[src/rtl/reg_file_pkg.sv]
// Shared constants and types for the 2-write / 2-read register file.
package reg_file_pkg;

  localparam int DEFAULT_DATA_WIDTH = 8;
  localparam int DEFAULT_ADDR_WIDTH = 2;

  // Source that feeds an entry's next value, listed from highest to lowest priority.
  typedef enum logic [1:0] {
    SRC_WRITE_A = 2'd3,
    SRC_WRITE_B = 2'd2,
    SRC_SP_STEP = 2'd1,
    SRC_HOLD    = 2'd0
  } wr_src_e;

  // Picks the winning source for one entry: port A beats port B beats the SP step.
  function automatic wr_src_e pick_src(input logic hit_a, input logic hit_b,
                                       input logic hit_sp);
    if (hit_a)       return SRC_WRITE_A;
    else if (hit_b)  return SRC_WRITE_B;
    else if (hit_sp) return SRC_SP_STEP;
    else             return SRC_HOLD;
  endfunction

endpackage

[src/rtl/reg_file_wr_arb.sv]
// Combinational write arbitration: computes every entry's next value and
// enable, plus the same-address conflict and stack-pointer wrap flags.
module reg_file_wr_arb
  import reg_file_pkg::*;
#(
  parameter int              DATA_WIDTH = DEFAULT_DATA_WIDTH,
  parameter int              ADDR_WIDTH = DEFAULT_ADDR_WIDTH,
  parameter bit              ZERO_REG   = 1'b0,
  parameter int              SP_INDEX   = (2 ** ADDR_WIDTH) - 1,
  localparam int             DEPTH      = 2 ** ADDR_WIDTH
) (
  input  logic [DATA_WIDTH-1:0] cur_q [DEPTH],
  input  logic [DATA_WIDTH-1:0] Data_in_A,
  input  logic [ADDR_WIDTH-1:0] Write_address_A,
  input  logic                  Write_enable_A,
  input  logic [DATA_WIDTH-1:0] Data_in_B,
  input  logic [ADDR_WIDTH-1:0] Write_address_B,
  input  logic                  Write_enable_B,
  input  logic                  SP_inc,
  input  logic                  SP_dec,
  output logic [DATA_WIDTH-1:0] next_d [DEPTH],
  output logic                  entry_we [DEPTH],
  output logic                  conflict,
  output logic                  sp_wrap
);

  localparam logic [ADDR_WIDTH-1:0] SP_ADDR = ADDR_WIDTH'(SP_INDEX);

  logic [DATA_WIDTH-1:0] sp_cur;
  logic [DATA_WIDTH-1:0] sp_stepped;
  logic                  sp_blocked;
  logic                  sp_step;
  wr_src_e               src [DEPTH];

  // Stack-pointer step: one direction only, suppressed when a write port owns the entry.
  always_comb begin
    sp_cur     = cur_q[SP_INDEX];
    sp_blocked = (Write_enable_A && (Write_address_A == SP_ADDR)) ||
                 (Write_enable_B && (Write_address_B == SP_ADDR));
    sp_step    = (SP_inc ^ SP_dec) && !sp_blocked;
    sp_stepped = SP_inc ? (sp_cur + DATA_WIDTH'(1)) : (sp_cur - DATA_WIDTH'(1));
    sp_wrap    = 1'b0;
    if (sp_step) begin
      if (SP_inc) sp_wrap = (sp_cur == {DATA_WIDTH{1'b1}});
      else        sp_wrap = (sp_cur == {DATA_WIDTH{1'b0}});
    end
  end

  // Conflict is raised even for the discarded zero entry, since both ports still collided.
  always_comb begin
    conflict = Write_enable_A && Write_enable_B && (Write_address_A == Write_address_B);
  end

  // Per-entry source selection and next-value mux.
  always_comb begin
    for (int i = 0; i < DEPTH; i++) begin
      src[i]      = SRC_HOLD;
      next_d[i]   = cur_q[i];
      entry_we[i] = 1'b0;
      if (ZERO_REG && (i == 0)) begin
        next_d[i] = '0;
      end else begin
        src[i] = pick_src(Write_enable_A && (Write_address_A == ADDR_WIDTH'(i)),
                          Write_enable_B && (Write_address_B == ADDR_WIDTH'(i)),
                          sp_step && (i == SP_INDEX));
        case (src[i])
          SRC_WRITE_A: next_d[i] = Data_in_A;
          SRC_WRITE_B: next_d[i] = Data_in_B;
          SRC_SP_STEP: next_d[i] = sp_stepped;
          default:     next_d[i] = cur_q[i];
        endcase
        entry_we[i] = (src[i] != SRC_HOLD);
      end
    end
  end

endmodule

[src/rtl/reg_file_2w2r.sv]
// Register file with two write ports, two registered read ports with
// write-through bypass, optional hardwired-zero entry and an inc/dec
// stack-pointer entry. Holds storage, read registers and flag pulses.
module reg_file_2w2r
  import reg_file_pkg::*;
#(
  parameter int                    DATA_WIDTH  = DEFAULT_DATA_WIDTH,
  parameter int                    ADDR_WIDTH  = DEFAULT_ADDR_WIDTH,
  parameter bit                    ZERO_REG    = 1'b0,
  parameter int                    SP_INDEX    = (2 ** ADDR_WIDTH) - 1,
  parameter logic [DATA_WIDTH-1:0] RESET_VALUE = '0
) (
  input  logic                  clk,
  input  logic                  rst,
  input  logic [DATA_WIDTH-1:0] Data_in_A,
  input  logic [ADDR_WIDTH-1:0] Write_address_A,
  input  logic                  Write_enable_A,
  input  logic [DATA_WIDTH-1:0] Data_in_B,
  input  logic [ADDR_WIDTH-1:0] Write_address_B,
  input  logic                  Write_enable_B,
  input  logic [ADDR_WIDTH-1:0] Read_address_A,
  input  logic [ADDR_WIDTH-1:0] Read_address_B,
  input  logic                  SP_inc,
  input  logic                  SP_dec,
  output logic [DATA_WIDTH-1:0] Out_A,
  output logic [DATA_WIDTH-1:0] Out_B,
  output logic [DATA_WIDTH-1:0] SP_out,
  output logic                  Write_conflict,
  output logic                  SP_wrap
);

  localparam int DEPTH = 2 ** ADDR_WIDTH;

  logic [DATA_WIDTH-1:0] mem    [DEPTH];
  logic [DATA_WIDTH-1:0] next_d [DEPTH];
  logic                  entry_we [DEPTH];
  logic                  conflict;
  logic                  sp_wrap;

  reg_file_wr_arb #(
    .DATA_WIDTH (DATA_WIDTH),
    .ADDR_WIDTH (ADDR_WIDTH),
    .ZERO_REG   (ZERO_REG),
    .SP_INDEX   (SP_INDEX)
  ) u_wr_arb (
    .cur_q           (mem),
    .Data_in_A       (Data_in_A),
    .Write_address_A (Write_address_A),
    .Write_enable_A  (Write_enable_A),
    .Data_in_B       (Data_in_B),
    .Write_address_B (Write_address_B),
    .Write_enable_B  (Write_enable_B),
    .SP_inc          (SP_inc),
    .SP_dec          (SP_dec),
    .next_d          (next_d),
    .entry_we        (entry_we),
    .conflict        (conflict),
    .sp_wrap         (sp_wrap)
  );

  // Storage update; reset wins over any write or SP step in the same cycle.
  always_ff @(posedge clk) begin
    for (int i = 0; i < DEPTH; i++) begin
      if (rst) begin
        mem[i] <= (ZERO_REG && (i == 0)) ? '0 : RESET_VALUE;
      end else if (entry_we[i]) begin
        mem[i] <= next_d[i];
      end
    end
  end

  // Read registers sample the next-state values so same-edge updates bypass through.
  always_ff @(posedge clk) begin
    if (rst) begin
      Out_A <= '0;
      Out_B <= '0;
    end else begin
      Out_A <= next_d[Read_address_A];
      Out_B <= next_d[Read_address_B];
    end
  end

  // One-cycle status pulses.
  always_ff @(posedge clk) begin
    if (rst) begin
      Write_conflict <= 1'b0;
      SP_wrap        <= 1'b0;
    end else begin
      Write_conflict <= conflict;
      SP_wrap        <= sp_wrap;
    end
  end

  // Stack pointer is read straight from storage, without bypass.
  always_comb begin
    SP_out = mem[SP_INDEX];
  end

endmodule

[config.mk]
export PLATFORM = sky130hd
export DESIGN_NAME = reg_file_2w2r
export DESIGN_NICKNAME = d
export VERILOG_FILES = /design/src/rtl/reg_file_pkg.sv /design/src/rtl/reg_file_wr_arb.sv /design/src/rtl/reg_file_2w2r.sv
export SDC_FILE = /design/constraint.sdc
export NUM_CORES = 1
export LEC_CHECK = 0
export ABC_AREA = 1
export CAP_MARGIN = 20
export CORE_ASPECT_RATIO = 0.7
export CORE_MARGIN = 5
export CORE_UTILIZATION = 57
export CTS_CLUSTER_SIZE = 20
export DETAILED_ROUTE_END_ITERATION = 10
export PLACE_DENSITY = 0.86
export SKIP_LAST_GASP = 1
export SLEW_MARGIN = 15
export SYNTH_ARGS = -nofsm -noshare
export SYNTH_HDL_FRONTEND = slang
export SYNTH_SLANG_ARGS = --single-unit
[constraint.sdc]
create_clock -name clk -period 3.7 [get_ports clk]
set_input_delay 0.37 -clock clk [delete_from_list [all_inputs] [get_ports clk]]
set_output_delay 0.37 -clock clk [all_outputs]
set_load 0.05 [all_outputs]
==> results.sh, run 1 <==
export IMPL_status="complete, no violations"
export IMPL_cts_sinks=50
export IMPL_ir_drop_uv=210
export IMPL_antenna_found_initial=0
export IMPL_io_buffers=55
export IMPL_period_minus_slack_ns=2.32
export IMPL_avgSynthCellArea_um2=6.17
export IMPL_first_iter_violations=373
export IMPL_yosysTopAreaCell="dfxtp_1"
export IMPL_skew_ns=0.00584
export IMPL_first_pass_iters=5
export IMPL_power_leakage_nw=1.89
export IMPL_max_freq_mhz=430
export IMPL_crit_chain="clkdlybuf4s50_1 > inv_1 > ha_1 > or2_2 > nand3_1 > nand3_1 > nand3_1 > nand3_1 > a21oi_2"
export IMPL_grt_first_pass_wirelength_um=15000
export IMPL_antenna_cells=0
export IMPL_cts_hold_buf=0
export IMPL_numCtsBuffers=5
export IMPL_finalNetCount=586
export IMPL_r2r_end="Out_A[4]$_SDFF_PP0_"
export IMPL_die_w_um=98.5
export IMPL_synthesis_instances=506
export IMPL_slowest_delay_ns=0.66
export IMPL_hold_path_class="reg2reg"
export IMPL_maxCapViolCount=0
export IMPL_overflow=0
export IMPL_grt_max_degree=43
export IMPL_clock_latency_ns=0.31
export IMPL_clk_pin_slew_ns=0.09
export IMPL_ff2ff_setup_slack_ns=1.80
export IMPL_crit_buf_inv=2
export IMPL_crit_type="in2reg"
export IMPL_crit_family="buffers and inverters"
export IMPL_powerDensity_nw_per_um2=385
export IMPL_synth_commonest_cells="nand2_1 (212), nand3_1 (66), dfxtp_1 (50), inv_1 (49), a21oi_1 (32)"
export IMPL_fillers=479
export IMPL_rsz0062_at_grt="false"
export IMPL_die_area_um2=7090
export IMPL_crit_top_cell="nand3_1"
export IMPL_vias=3411
export IMPL_dp_hpwl_um=7070
export IMPL_grt_pass1_vias=2957
export IMPL_gp_congestion=0.924
export IMPL_synth_seq_cells=50
export IMPL_postCtsSetupBuffers=0
export IMPL_areaGrowthSynthToFinish_pct=19.5
export IMPL_r2r_start="SP_out[0]$_SDFFE_PP0P_"
export IMPL_cp_required_ns=3.95
export IMPL_ys_types=29
export IMPL_synth_ff_type="dfxtp_1"
export IMPL_slew_violations=0
export IMPL_coreArea_um2=5290
export IMPL_start_util=0.591
export IMPL_setup_viol=0
export IMPL_cts_root_buf="clkbuf_8"
export IMPL_grt_use_total=0.270
export IMPL_whs_path_depth=2
export IMPL_synth_top_cell_area_share=0.320
export IMPL_cp_slowest_cell="clkdlybuf4s50_1"
export IMPL_die_y_um=71.9
export IMPL_relSlewSlack=0.624
export IMPL_min_from="SP_out[5]$_SDFFE_PP0P_"
export IMPL_avgRoutedWirePerCell_um=15.3
export IMPL_finalSetupTns_ns=0
export IMPL_hold_path_end="SP_wrap$_SDFF_PP0_"
export IMPL_holdWs_ns=0.581
export IMPL_cts_resized=0
export IMPL_cts_tree="yes"
export IMPL_drt_total_wl_um=9530
export IMPL_cts_path_max_buffers=2
export IMPL_end_kind="register"
export IMPL_synth_area_leaders="dfxtp_1 (32%), nand2_1 (25%), nand3_1 (11%)"
export IMPL_synthesis_area_um2=3120
export IMPL_startpoint_type="primary input"
export IMPL_reg2reg_depth=11
export IMPL_pin_count=56
export IMPL_rows=22
export IMPL_vias_per_cell=5.49
export IMPL_synth_async_reset_ratio=0
export IMPL_cts_htree_levels=2
export IMPL_finalHoldViolations=0
export IMPL_cp_arrival_ns=2.57
export IMPL_final_layout_size_suffix_gt1_frac=0.0692
export IMPL_tightestPinTransition_ns=0.562
export IMPL_ys_seq_area_frac=0.320
export IMPL_synth_most_common_cell="nand2_1"
export IMPL_drc_errors=0
export IMPL_synth_warnings=0
export IMPL_syn_nets=543
export IMPL_synth_edf_count=0
export IMPL_min_period_over_period=0.628
export IMPL_crit_fanout=6
export IMPL_detail_route_antenna_nets=0
==> worst reg2reg max path, stage by stage, from the launching register on <==
cell and delay, ns:
dfxtp_1 0.45, inv_1 0.13, fa_1 0.39, inv_1 0.07, nand2_1 0.07, nand2_1 0.11
nand2_1 0.06, nand2_1 0.05, nand3_1 0.06, nand3_1 0.18, nand3_1 0.13, a21oi_2 0.15
==> how the worst max path moves through the flow <==
stage               startpoint                   to  slack [ns]  cells after the start
global placement        SP_inc  Out_B[3]$_SDFF_PP0_        1.16                     12
detailed placement      SP_inc  Out_A[7]$_SDFF_PP0_        1.06                     11
CTS                     SP_inc  Out_A[4]$_SDFF_PP0_        1.37                      9
floorplan               SP_inc  Out_B[6]$_SDFF_PP0_        2.03                     10
global route            SP_inc  Out_B[3]$_SDFF_PP0_        1.21                     12
finish                  SP_inc  Out_A[4]$_SDFF_PP0_        1.38                      9
==> registers in the layout, indices dropped and copies added (netlist names) <==
signal          cells
mem                24
Out_A               8
Out_B               8
SP_out              8
SP_wrap             1
Write_conflict      1
==> metrics by stage <==
stage / utilization / worst slack, ns / total power [mW] / std cells / area [um^2]
after global placement: 0.691 / 1.16 / 1.12 / 614 / 3650
after detailed placement: 0.691 / 1.06 / 1.13 / 614 / 3650
after CTS: 0.706 / 1.37 / 1.43 / 621 / 3730
after global routing: 0.706 / 1.21 / 1.51 / 621 / 3730
final: 0.706 / 1.38 / 1.44 / 621 / 3730
after floorplan: - / 2.03 / 0.967 / 506 / 3120
==> layout make-up <==
cell class	count	area, um^2	area share
Inverter	60	225	0.0603
Sequential cell	50	1000	0.268
Timing Repair Buffer	56	558	0.150
Multi-Input combinational cell	376	1780	0.477
Clock inverter	2	10.0	0.00268
Tap cell	72	90.1	0.0241
Clock buffer	5	68.8	0.0184
==> where the power goes <==
part	switching, mW	internal (mW)	leakage (nW)
Sequential	0.0256	0.578	0.411
Combinational	0.346	0.175	1.44
Clock	0.184	0.128	0.0438
==> kinds of logic after synthesis <==
logic type / Yosys count / synth area share
compound gates: 36 / 0.0625
xor+xnor: 4 / 0.0136
fa+ha+maj: 7 / 0.0304
buf+inv: 80 / 0.110
flops: 50 / 0.320
simple gates: 329 / 0.463
==> cell usage in the layout (no fill, tap or decap), drive strengths merged, types with 3 or more instances in the layout <==
| master | instances |
|---|---|
| a21oi | 34 |
| clkbuf | 5 |
| clkdlybuf4s50 | 55 |
| clkinv | 5 |
| dfxtp | 50 |
| ha | 6 |
| inv | 57 |
| nand2 | 213 |
| nand3 | 73 |
| nand4 | 3 |
| nor2 | 26 |
| or2 | 8 |
| xor2 | 3 |
==> metal layers <==
metal | vias to the layer above | wire length, um | global-route usage
li1 | 1673 | - | -
met1 | 1534 | 4310 | 0.393
met2 | 191 | 3980 | 0.405
met3 | 13 | 1130 | 0.0701
met4 | 0 | 108 | 0.0561
met5 | - | 0 | 0
No activity file was read; power rests on OpenSTA's default activity.
==> inputs of run 2 (changes only) <==
Settings changed: CORE_UTILIZATION 57 to 53, PLACE_DENSITY 0.86 to 0.8.
Clock period 3.7 ns to 2.3 ns, I/O delays scaled along.
==> run 2 against run 1 <==
Against the previous run: core utilization shrank 4.4 points; die area grew 6.6%; via count grew 1.8%; clock skew shrank 0.0011 ns; sequential share of layout area shrank 0.43 points; clock-buffer cell count grew 2; non-clock buffer count grew 4; global-route usage shrank 0.66 points.
==> results.sh, run 2 (synthesis gave the netlist of run 1 again) <==
export IMPL_start_util=0.546
export IMPL_cts_root_buf="clkbuf_8"
export IMPL_io_buffers=55
export IMPL_power_mw=2.45
export IMPL_powerDensity_nw_per_um2=645
export IMPL_antenna_found_initial=0
export IMPL_cts_hold_buf=0
export IMPL_die_y_um=74.2
export IMPL_grt_use_total=0.263
export IMPL_grt_met2_usage=0.406
export IMPL_rsz0062_at_grt="false"
export IMPL_avgRoutedWirePerCell_um=15.2
export IMPL_period_minus_slack_ns=1.91
export IMPL_cp_slowest_cell="clkdlybuf4s50_1"
export IMPL_areaGrowthSynthToFinish_pct=21.4
export IMPL_regMostFlops="mem"
export IMPL_cp_arrival_ns=1.68
export IMPL_setup_viol=0
export IMPL_fillers=520
export IMPL_crit_type="reg2out"
export IMPL_first_pass_iters=5
export IMPL_overflow=0
export IMPL_antenna_cells=0
export IMPL_drc_errors=0
export IMPL_die_area_um2=7550
export IMPL_grt_most_used_layer="met2"
export IMPL_finalHoldViolations=0
export IMPL_finalSetupTns_ns=0
export IMPL_cts_htree_levels=2
export IMPL_max_freq_mhz=524
export IMPL_grt_pass1_vias=3237
export IMPL_crit_family="buffers and inverters"
export IMPL_pin_count=56
export IMPL_cts_tree="yes"
export IMPL_relSlewSlack=0.630
export IMPL_end_kind="primary output"
export IMPL_vias=3474
export IMPL_grt_first_pass_wirelength_um=15400
export IMPL_vias_per_cell=5.52
export IMPL_crit_buf_inv=1
export IMPL_numCtsBuffers=5
export IMPL_layout_common_cells="nand2_1 (212), nand3_1 (66), clkdlybuf4s50_1 (55), dfxtp_1 (50), inv_1 (49)"
export IMPL_crit_chain="clkdlybuf4s50_1"
export IMPL_skew_ns=0.00470
export IMPL_clock_latency_ns=0.30
export IMPL_postCtsSetupBuffers=0
export IMPL_dp_hpwl_um=7050
export IMPL_grt_max_degree=43
export IMPL_crit_fanout=5
export IMPL_tightestPinTransition_ns=0.552
export IMPL_finalNetCount=590
export IMPL_status="complete, no violations"
export IMPL_startpoint_type="register"
export IMPL_slowest_delay_ns=0.87
export IMPL_drt_total_wl_um=9540
export IMPL_hold_path_class="reg2reg"
export IMPL_maxCapViolCount=0
export IMPL_cp_required_ns=2.07
export IMPL_die_w_um=102
export IMPL_slew_violations=0
export IMPL_grt_util_met3=0.0450
export IMPL_cts_sinks=50
export IMPL_largest_reg_flops=24
export IMPL_detail_route_antenna_nets=0
export IMPL_ir_drop_uv=349
export IMPL_min_period_over_period=0.830
export IMPL_first_iter_violations=311
export IMPL_coreArea_um2=5730
export IMPL_power_leakage_nw=1.92
export IMPL_cts_path_max_buffers=2
export IMPL_final_layout_size_suffix_gt1_frac=0.0740
export IMPL_final_common_cell="nand2_1"
export IMPL_cts_resized=0
export IMPL_dpl_instance_area_um2=3690
export IMPL_design_area_um2=3790
export IMPL_clk_pin_slew_ns=0.10
export IMPL_rows=23
export IMPL_gp_congestion=0.912
export IMPL_utilization=0.662
export IMPL_grtUsageMet1=0.383
-- run 2: cell count changes in the layout (fill, tap and decap cells not counted), sizes merged --
| cell | before | now |
|---|---|---|
| buf | 1 | 5 |
| clkbuf | 5 | 7 |
| clkinv | 5 | 3 |
| bufinv | 0 | 1 |
-- run 2: layer usage --
| metal | share of wire | wire, um |
|---|---|---|
| met1 | 0.46 | 4350 |
| met2 | 0.41 | 3930 |
| met3 | 0.12 | 1130 |
| met4 | 0.014 | 136 |
| met5 | 0 | 0 |
-- run 2: worst paths after layout --
check	startpoint	to	slack, ns	cells past startpoint
max	SP_out[2]$_SDFFE_PP0P_	SP_out[2]	0.39	1
min	SP_out[5]$_SDFFE_PP0P_	SP_wrap$_SDFF_PP0_	0.56	2
max reg2reg	SP_out[1]$_SDFFE_PP0P_	Out_B[6]$_SDFF_PP0_	0.41	11
min reg2reg	SP_out[5]$_SDFFE_PP0P_	SP_wrap$_SDFF_PP0_	0.56	2
-- run 2: stage by stage --
step                cells  setup slack, ns  hold slack, ns
floorplan             506            0.739           0.383
global placement      621            0.131           0.542
detailed placement    621           0.0961           0.542
CTS                   629            0.406           0.555
global route          629            0.213           0.584
finish                629            0.391           0.555
-- run 2: final cells by class --
cell class | instances | area [um^2] | area share
timing repair buffer | 60 | 588 | 0.155
tap | 75 | 93.8 | 0.0247
clock buffer | 7 | 76.3 | 0.0201
inverter | 60 | 225 | 0.0594
multi-input combinational | 376 | 1780 | 0.469
clock inverter | 1 | 30.0 | 0.00792
sequential | 50 | 1000 | 0.264
-- run 2: report_power, final --
group,internal (mW),switching (mW),total (mW)
clock,0.326,0.306,0.632
combinational,0.286,0.551,0.837
sequential,0.930,0.0457,0.976
